===== config.mk =====
export PLATFORM = sky130hd
export DESIGN_NAME = sync_fifo_param
export DESIGN_NICKNAME = d
export VERILOG_FILES = /design/src/rtl/fifo_pkg.sv /design/src/rtl/fifo_ram.sv /design/src/rtl/sync_fifo_param.sv
export SDC_FILE = /design/constraint.sdc
export NUM_CORES = 1
export LEC_CHECK = 0
export CORE_ASPECT_RATIO = 1.5
export CORE_MARGIN = 4
export CORE_UTILIZATION = 36
export CTS_CLUSTER_SIZE = 24
export DETAILED_ROUTE_END_ITERATION = 7
export GPL_ROUTABILITY_DRIVEN = 0
export GPL_TIMING_DRIVEN = 0
export PLACE_DENSITY_LB_ADDON = 0.08
export SKIP_LAST_GASP = 1
export SLEW_MARGIN = 20
export SYNTH_ARGS = -nofsm -noshare
export SYNTH_HDL_FRONTEND = slang
export SYNTH_SLANG_ARGS = --single-unit

===== constraint.sdc =====
create_clock -name clk -period 2.73 [get_ports clk]
set_input_delay 0.4095 -clock clk [delete_from_list [all_inputs] [get_ports clk]]
set_output_delay 0.4095 -clock clk [all_outputs]
set_load 0.01 [all_outputs]

===== src/rtl/fifo_pkg.sv =====
// -----------------------------------------------------------------------------
// fifo_pkg
//   Helpers shared across the FIFO family. Provides the pointer and occupancy
//   widths derived from the depth, and the parameter legality predicates. Each
//   FIFO top evaluates the predicates at elaboration time.
//   No ports; this is a package only.
// -----------------------------------------------------------------------------
package fifo_pkg;

    // Pointer width: log2 of the depth. The pointers wrap naturally at DEPTH.
    function automatic int unsigned addr_w(input int unsigned depth);
        return $clog2(depth);
    endfunction

    // Occupancy width: one extra bit, so that count can hold the value DEPTH.
    function automatic int unsigned cnt_w(input int unsigned depth);
        return $clog2(depth) + 1;
    endfunction

    // DEPTH must be a power of two, at least 2, for the pointers to wrap naturally.
    function automatic bit is_pow2(input int unsigned depth);
        return (depth >= 2) && ((depth & (depth - 1)) == 0);
    endfunction

    // Each threshold must lie inside its range, and the empty side must sit
    // strictly below the full side.
    function automatic bit levels_legal(input int unsigned depth,
                                        input int unsigned af_level,
                                        input int unsigned ae_level);
        return (af_level >= 1) && (af_level <= depth) &&
               (ae_level <= depth - 1) && (ae_level < af_level);
    endfunction

endpackage


===== src/rtl/fifo_ram.sv =====
// -----------------------------------------------------------------------------
// fifo_ram
//   Storage of DEPTH words of DATA_W bits. It has one synchronous write port
//   and one synchronous read port. The read port has a registered output.
//   The array itself is never reset. Only the read register is reset, so that
//   the FIFO output reads zero after reset.
//   A read and a write to the same address on the same edge return the old
//   word. This is the read-before-write behaviour the FIFO relies on when it
//   is full and gets a simultaneous read and write.
// Ports
//   clk    in   1       clock
//   rst    in   1       async active-high reset (read register only)
//   we     in   1       write enable
//   waddr  in   ADDR_W  write address
//   wdata  in   DATA_W  write data
//   re     in   1       read enable; rdata holds its value when re is low
//   raddr  in   ADDR_W  read address
//   rdata  out  DATA_W  registered read data
// -----------------------------------------------------------------------------
module fifo_ram #(
    parameter int DATA_W = 8,
    parameter int DEPTH  = 16,
    parameter int ADDR_W = $clog2(DEPTH)
) (
    input  logic              clk,
    input  logic              rst,
    input  logic              we,
    input  logic [ADDR_W-1:0] waddr,
    input  logic [DATA_W-1:0] wdata,
    input  logic              re,
    input  logic [ADDR_W-1:0] raddr,
    output logic [DATA_W-1:0] rdata
);

    logic [DATA_W-1:0] mem [DEPTH];

    always_ff @(posedge clk) begin
        if (we) begin
            mem[waddr] <= wdata;
        end
    end

    always_ff @(posedge clk or posedge rst) begin
        if (rst) begin
            rdata <= '0;
        end else if (re) begin
            rdata <= mem[raddr];
        end
    end

endmodule


===== src/rtl/sync_fifo_param.sv =====
// -----------------------------------------------------------------------------
// sync_fifo_param
//   Parametrised single-clock FIFO with active-low strobes. It reports the
//   occupancy count and programmable almost-full and almost-empty flags. It
//   pulses over_flow or under_flow for one cycle when a write or read is
//   rejected, and keeps sticky copies of those errors.
// Ports
//   clk, rst                      clock, async active-high reset
//   wr_n, rd_n                    active-low write / read strobes
//   data_in [DATA_W]              write data
//   clr_err                       synchronous clear of the sticky flags
//   data_out [DATA_W]             registered read data (1-cycle latency)
//   full, empty                   count == DEPTH / count == 0
//   almost_full, almost_empty     count >= AF_LEVEL / count <= AE_LEVEL
//   count [$clog2(DEPTH)+1]       occupancy
//   over_flow, under_flow         1-cycle reject pulses
//   ovf_sticky, udf_sticky        sticky error flags
// -----------------------------------------------------------------------------
module sync_fifo_param
    import fifo_pkg::*;
#(
    parameter int DATA_W   = 8,
    parameter int DEPTH    = 16,
    parameter int AF_LEVEL = 14,
    parameter int AE_LEVEL = 2
) (
    input  logic                   clk,
    input  logic                   rst,
    input  logic                   wr_n,
    input  logic                   rd_n,
    input  logic [DATA_W-1:0]      data_in,
    input  logic                   clr_err,
    output logic [DATA_W-1:0]      data_out,
    output logic                   full,
    output logic                   empty,
    output logic                   almost_full,
    output logic                   almost_empty,
    output logic [$clog2(DEPTH):0] count,
    output logic                   over_flow,
    output logic                   under_flow,
    output logic                   ovf_sticky,
    output logic                   udf_sticky
);

    localparam int ADDR_W = addr_w(DEPTH);
    localparam int CNT_W  = cnt_w(DEPTH);

    localparam logic [CNT_W-1:0] FULL_CNT = CNT_W'(DEPTH);
    localparam logic [CNT_W-1:0] AF_CNT   = CNT_W'(AF_LEVEL);
    localparam logic [CNT_W-1:0] AE_CNT   = CNT_W'(AE_LEVEL);

    if (DATA_W < 1) begin : g_bad_width
        $error("sync_fifo_param: DATA_W must be >= 1");
    end
    if (!is_pow2(DEPTH)) begin : g_bad_depth
        $error("sync_fifo_param: DEPTH must be a power of two >= 2");
    end
    if (!levels_legal(DEPTH, AF_LEVEL, AE_LEVEL)) begin : g_bad_levels
        $error("sync_fifo_param: illegal AF_LEVEL/AE_LEVEL");
    end

    // Handshake: wr_n and rd_n are active-low strobes sampled on posedge clk.
    // A read is accepted when rd_n=0 and the FIFO is not empty. A write is
    // accepted when wr_n=0 and the FIFO is not full, or when a read is accepted
    // on the same edge. A rejected strobe changes no state. It raises
    // over_flow or under_flow for the following cycle. There is no
    // write-to-read bypass, so a read on empty is rejected even when a write
    // arrives on the same edge.
    logic              wr_ok;
    logic              rd_ok;
    logic [ADDR_W-1:0] wr_ptr;
    logic [ADDR_W-1:0] rd_ptr;
    logic [CNT_W-1:0]  count_next;

    assign rd_ok = !rd_n && !empty;
    assign wr_ok = !wr_n && (!full || rd_ok);

    always_comb begin
        count_next = count;
        unique case ({wr_ok, rd_ok})
            2'b10:   count_next = count + CNT_W'(1);
            2'b01:   count_next = count - CNT_W'(1);
            default: count_next = count;
        endcase
    end

    // Pointers wrap naturally from DEPTH-1 to 0 because DEPTH is a power of two.
    always_ff @(posedge clk or posedge rst) begin
        if (rst) begin
            wr_ptr <= '0;
            rd_ptr <= '0;
            count  <= '0;
        end else begin
            if (wr_ok) begin
                wr_ptr <= wr_ptr + ADDR_W'(1);
            end
            if (rd_ok) begin
                rd_ptr <= rd_ptr + ADDR_W'(1);
            end
            count <= count_next;
        end
    end

    // The status flags are registered and decoded from the next count. They
    // therefore line up with count in the same cycle, with no combinational
    // path from the strobes.
    always_ff @(posedge clk or posedge rst) begin
        if (rst) begin
            full         <= 1'b0;
            empty        <= 1'b1;
            almost_full  <= 1'b0;
            almost_empty <= 1'b1;
        end else begin
            full         <= (count_next == FULL_CNT);
            empty        <= (count_next == '0);
            almost_full  <= (count_next >= AF_CNT);
            almost_empty <= (count_next <= AE_CNT);
        end
    end

    // Error pulses last one cycle. On the same edge a new error takes
    // priority over clr_err, so no event is lost.
    always_ff @(posedge clk or posedge rst) begin
        if (rst) begin
            over_flow  <= 1'b0;
            under_flow <= 1'b0;
            ovf_sticky <= 1'b0;
            udf_sticky <= 1'b0;
        end else begin
            over_flow  <= !wr_n && !wr_ok;
            under_flow <= !rd_n && !rd_ok;
            if (!wr_n && !wr_ok) begin
                ovf_sticky <= 1'b1;
            end else if (clr_err) begin
                ovf_sticky <= 1'b0;
            end
            if (!rd_n && !rd_ok) begin
                udf_sticky <= 1'b1;
            end else if (clr_err) begin
                udf_sticky <= 1'b0;
            end
        end
    end

    fifo_ram #(
        .DATA_W (DATA_W),
        .DEPTH  (DEPTH),
        .ADDR_W (ADDR_W)
    ) u_ram (
        .clk   (clk),
        .rst   (rst),
        .we    (wr_ok),
        .waddr (wr_ptr),
        .wdata (data_in),
        .re    (rd_ok),
        .raddr (rd_ptr),
        .rdata (data_out)
    );

endmodule

==> impl_metrics.json <==
{
  "hold_viol_final": 0,
  "ys_types": 45,
  "overflow": 0,
  "dpl-instance-area_um2": 6980,
  "grt.total_usage_pct": 15.2,
  "power_density_nw_per_um2": 1090,
  "syn2layout_area_growth_pct": 22.1,
  "ys_seq_elements": 157,
  "tns_ns": -0.142,
  "nets": 433,
  "dieArea_um2": 19900,
  "cpMostUsedCell": "buf_6",
  "ys_seq_area_share_pct": 72.0,
  "grt_max_degree": 30,
  "critPathRequiredTime_ns": 3.03,
  "yosys-top-cells-count": "edfxtp_1 (128), mux4_2 (32), nand2_1 (32), dfrtp_1 (27), and2_1 (16)",
  "htreeDepth": 4,
  "fmax_mhz": 356,
  "dpl.hpwl_um": 9650,
  "port_buffers": 33,
  "cts_buffer_depth": 2,
  "postSynth.asyncResetShare_pct": 18.5,
  "status": "finished, violations left",
  "synth_nets": 368,
  "maxCapViolations": 0,
  "drive_above_1_share_pct": 25.5,
  "peakVddDrop_mv": 0.703,
  "slew_violations": 0,
  "drc": 0,
  "core_area_um2": 17300,
  "vias": 3264,
  "cts_made_buffers": 17,
  "synth.area.top_cells": "edfxtp_1 (60%), mux4_2 (11%), dfrtp_1 (11%)",
  "setup_violations": 3,
  "fill_cells": 1558,
  "grt_first_pass_wirelength_um": 21400,
  "synthCells": 346,
  "synth_top_cell_by_area": "edfxtp_1",
  "tightest_slew_ns": 0.684,
  "cts_tree": "yes",
  "start_util_pct": 36.6,
  "grt_pass1_vias": 3573,
  "netlist_area_um2": 6350,
  "path_class": "register to register",
  "routed_wl_um": 14200,
  "final_area_um2": 7760,
  "hold_path.class": "input port to register",
  "finClkSkew_ns": 0.0115,
  "yosysTopAreaCellShare_pct": 60.5,
  "yosys_warnings": 0,
  "p_leak_uw": 0.00273,
  "antenna_left": 0,
  "cts.clk_slew.worst_paths_ns": 0.07,
  "drt_iter0_drc": 158,
  "io_pins": 34,
  "slowest_delay_ns": 0.53,
  "cts_sinks": 157,
  "synth.most_common_cell": "edfxtp_1",
  "cts_root_buffer": "clkbuf_16",
  "critical_path.max_fanout": 4,
  "fp-row-count": 59,
  "antenna_found_initial": 0,
  "rsz0062_at_grt": "true",
  "synth.avg_cell_area_um2": 18.4,
  "viasPerCell": 5.12,
  "fin_crit_sh_pct": 103,
  "die_x_um": 116,
  "cpMaxStageDelayCell": "dfstp_2",
  "drt_first_pass_iters": 4,
  "arrival_ns": 3.11,
  "fin_ws_ns": -0.0788,
  "crit_path_end_kind": "register",
  "synth_ff_type": "edfxtp_1",
  "crit_chain": "or2_1 -> buf_6 -> buf_12 -> clkinvlp_4 -> ha_4 -> buf_6 -> xor2_1 -> ha_2 -> nand2b_1 -> a21oi_2 -> a2111oi_4 -> xor2_2 -> buf_4 -> a31o_4",
  "slew_headroom_pct": 54.4,
  "critPathTopFamily": "compound AO/OA/AOI/OAI gates",
  "fin_crit_ns": 2.81,
  "wl_per_cell_um": 22.3,
  "crit_buf_inv": 5,
  "startpoint_type": "register",
  "clock_latency_ns": 0.42,
  "fp.dieH_um": 171,
  "failed_checks": "setup timing",
  "synth-edff-count": 128,
  "diodes": 0
}
[placed cells by master, fill, tap and decap left out, types with 3 or more instances in the layout]
cell / count
edfxtp_1: 128
nand2_1: 32
mux4_2: 32
clkdlybuf4s50_1: 32
dfrtp_1: 27
clkbuf_16: 20
and2_1: 16
buf_4: 12
mux2i_1: 11
xnor2_1: 8
ha_1: 7
o21ai_1: 6
buf_6: 5
nor2_1: 5
buf_2: 5
a21oi_1: 5
inv_6: 5
inv_1: 4
nor3_1: 4
o21ai_0: 3
buf_1: 3
inv_2: 3
a22oi_1: 3
inv_8: 3
[cells by family (layout without fill, tap and decap cells)]
kind of cell	Yosys count	in the layout	synth area share [%]
mux	43	43	13.1
simple gates	74	74	6.14
flops	157	157	72.0
xor+xnor	11	11	1.63
compound gates	29	29	3.52
buf+inv	23	101	1.89
fa+ha+maj	9	9	1.77
[state kept, by name, indices dropped and copies added (netlist names)]
name and cells:
wr_ptr 4, under_flow 1, u_ram.mem 128, over_flow 1
almost_empty 1, udf_sticky 1, almost_full 1, count 5
rd_ptr 4, full 1, empty 1, ovf_sticky 1
u_ram.rdata 8
[report_power, final]
group	total [µW]	leakage, µW	switching [µW]	internal (µW)
sequential	3220	0.00151	226	2990
combinational	2830	0.000919	1470	1350
clock	2390	0.000304	1030	1360
total	8430	0.00273	2730	5700
[layer usage]
layer  up-vias  wire [µm]  track usage (%)
met5         -          0                0
met4         0        486             7.07
met3        27        359             3.11
met2        68       7740             27.2
met1      1688       5610             17.2
li1       1481          -                -
[path summary, 6_finish.rpt]
| kind | cells after the start | from | end | slack, ns |
|---|---|---|---|---|
| max | 14 | empty$_DFF_PP1_ | almost_full$_DFF_PP0_ | -0.08 |
| min reg2reg | 1 | ovf_sticky$_DFFE_PP0P_ | ovf_sticky$_DFFE_PP0P_ | 0.48 |
| max in group asynchronous | 2 | rst | rd_ptr[0]$_DFFE_PP0P_ | 1.89 |
| min in group asynchronous | 2 | rst | udf_sticky$_DFFE_PP0P_ | 0.40 |
| max reg2reg | 14 | empty$_DFF_PP1_ | almost_full$_DFF_PP0_ | -0.08 |
| min | 2 | rd_n | under_flow$_DFF_PP0_ | 0.30 |
[what timing repair did]
item,4_1_cts,5_1_grt
endpoints found under the setup margin,6,5
hold buffers,0,0
gates resized for setup,4,6
pin swaps,7,9
setup buffers,10,3
[through the flow]
step / hold WS [ns] / instances / setup slack, ns / utilization, % / power, µW
6_report: 0.303 / 637 / -0.0788 / 44.7 / 8430
5_1_grt: 0.300 / 637 / -0.183 / 44.7 / 8900
3_3_place_gp: 0.466 / 592 / -0.836 / 40.2 / 5850
3_5_place_dp: 0.468 / 592 / -0.860 / 40.2 / 5900
4_1_cts: 0.290 / 634 / -0.120 / 44.3 / 8430
2_1_floorplan: 0.486 / 346 / -0.00181 / - / 4930
[area by class of cell]
cell class | instances | area [µm²] | share of cell area (%)
multi-input cells | 166 | 1740 | 22.4
inverters | 9 | 40.0 | 0.516
plain buffers | 14 | 96.3 | 1.24
flip-flops and latches | 157 | 4570 | 58.9
clock inverters | 12 | 106 | 1.37
repair buffers | 46 | 439 | 5.66
well taps | 213 | 267 | 3.44
clock buffers | 20 | 500 | 6.45
(Power assumes the default switching activity.)
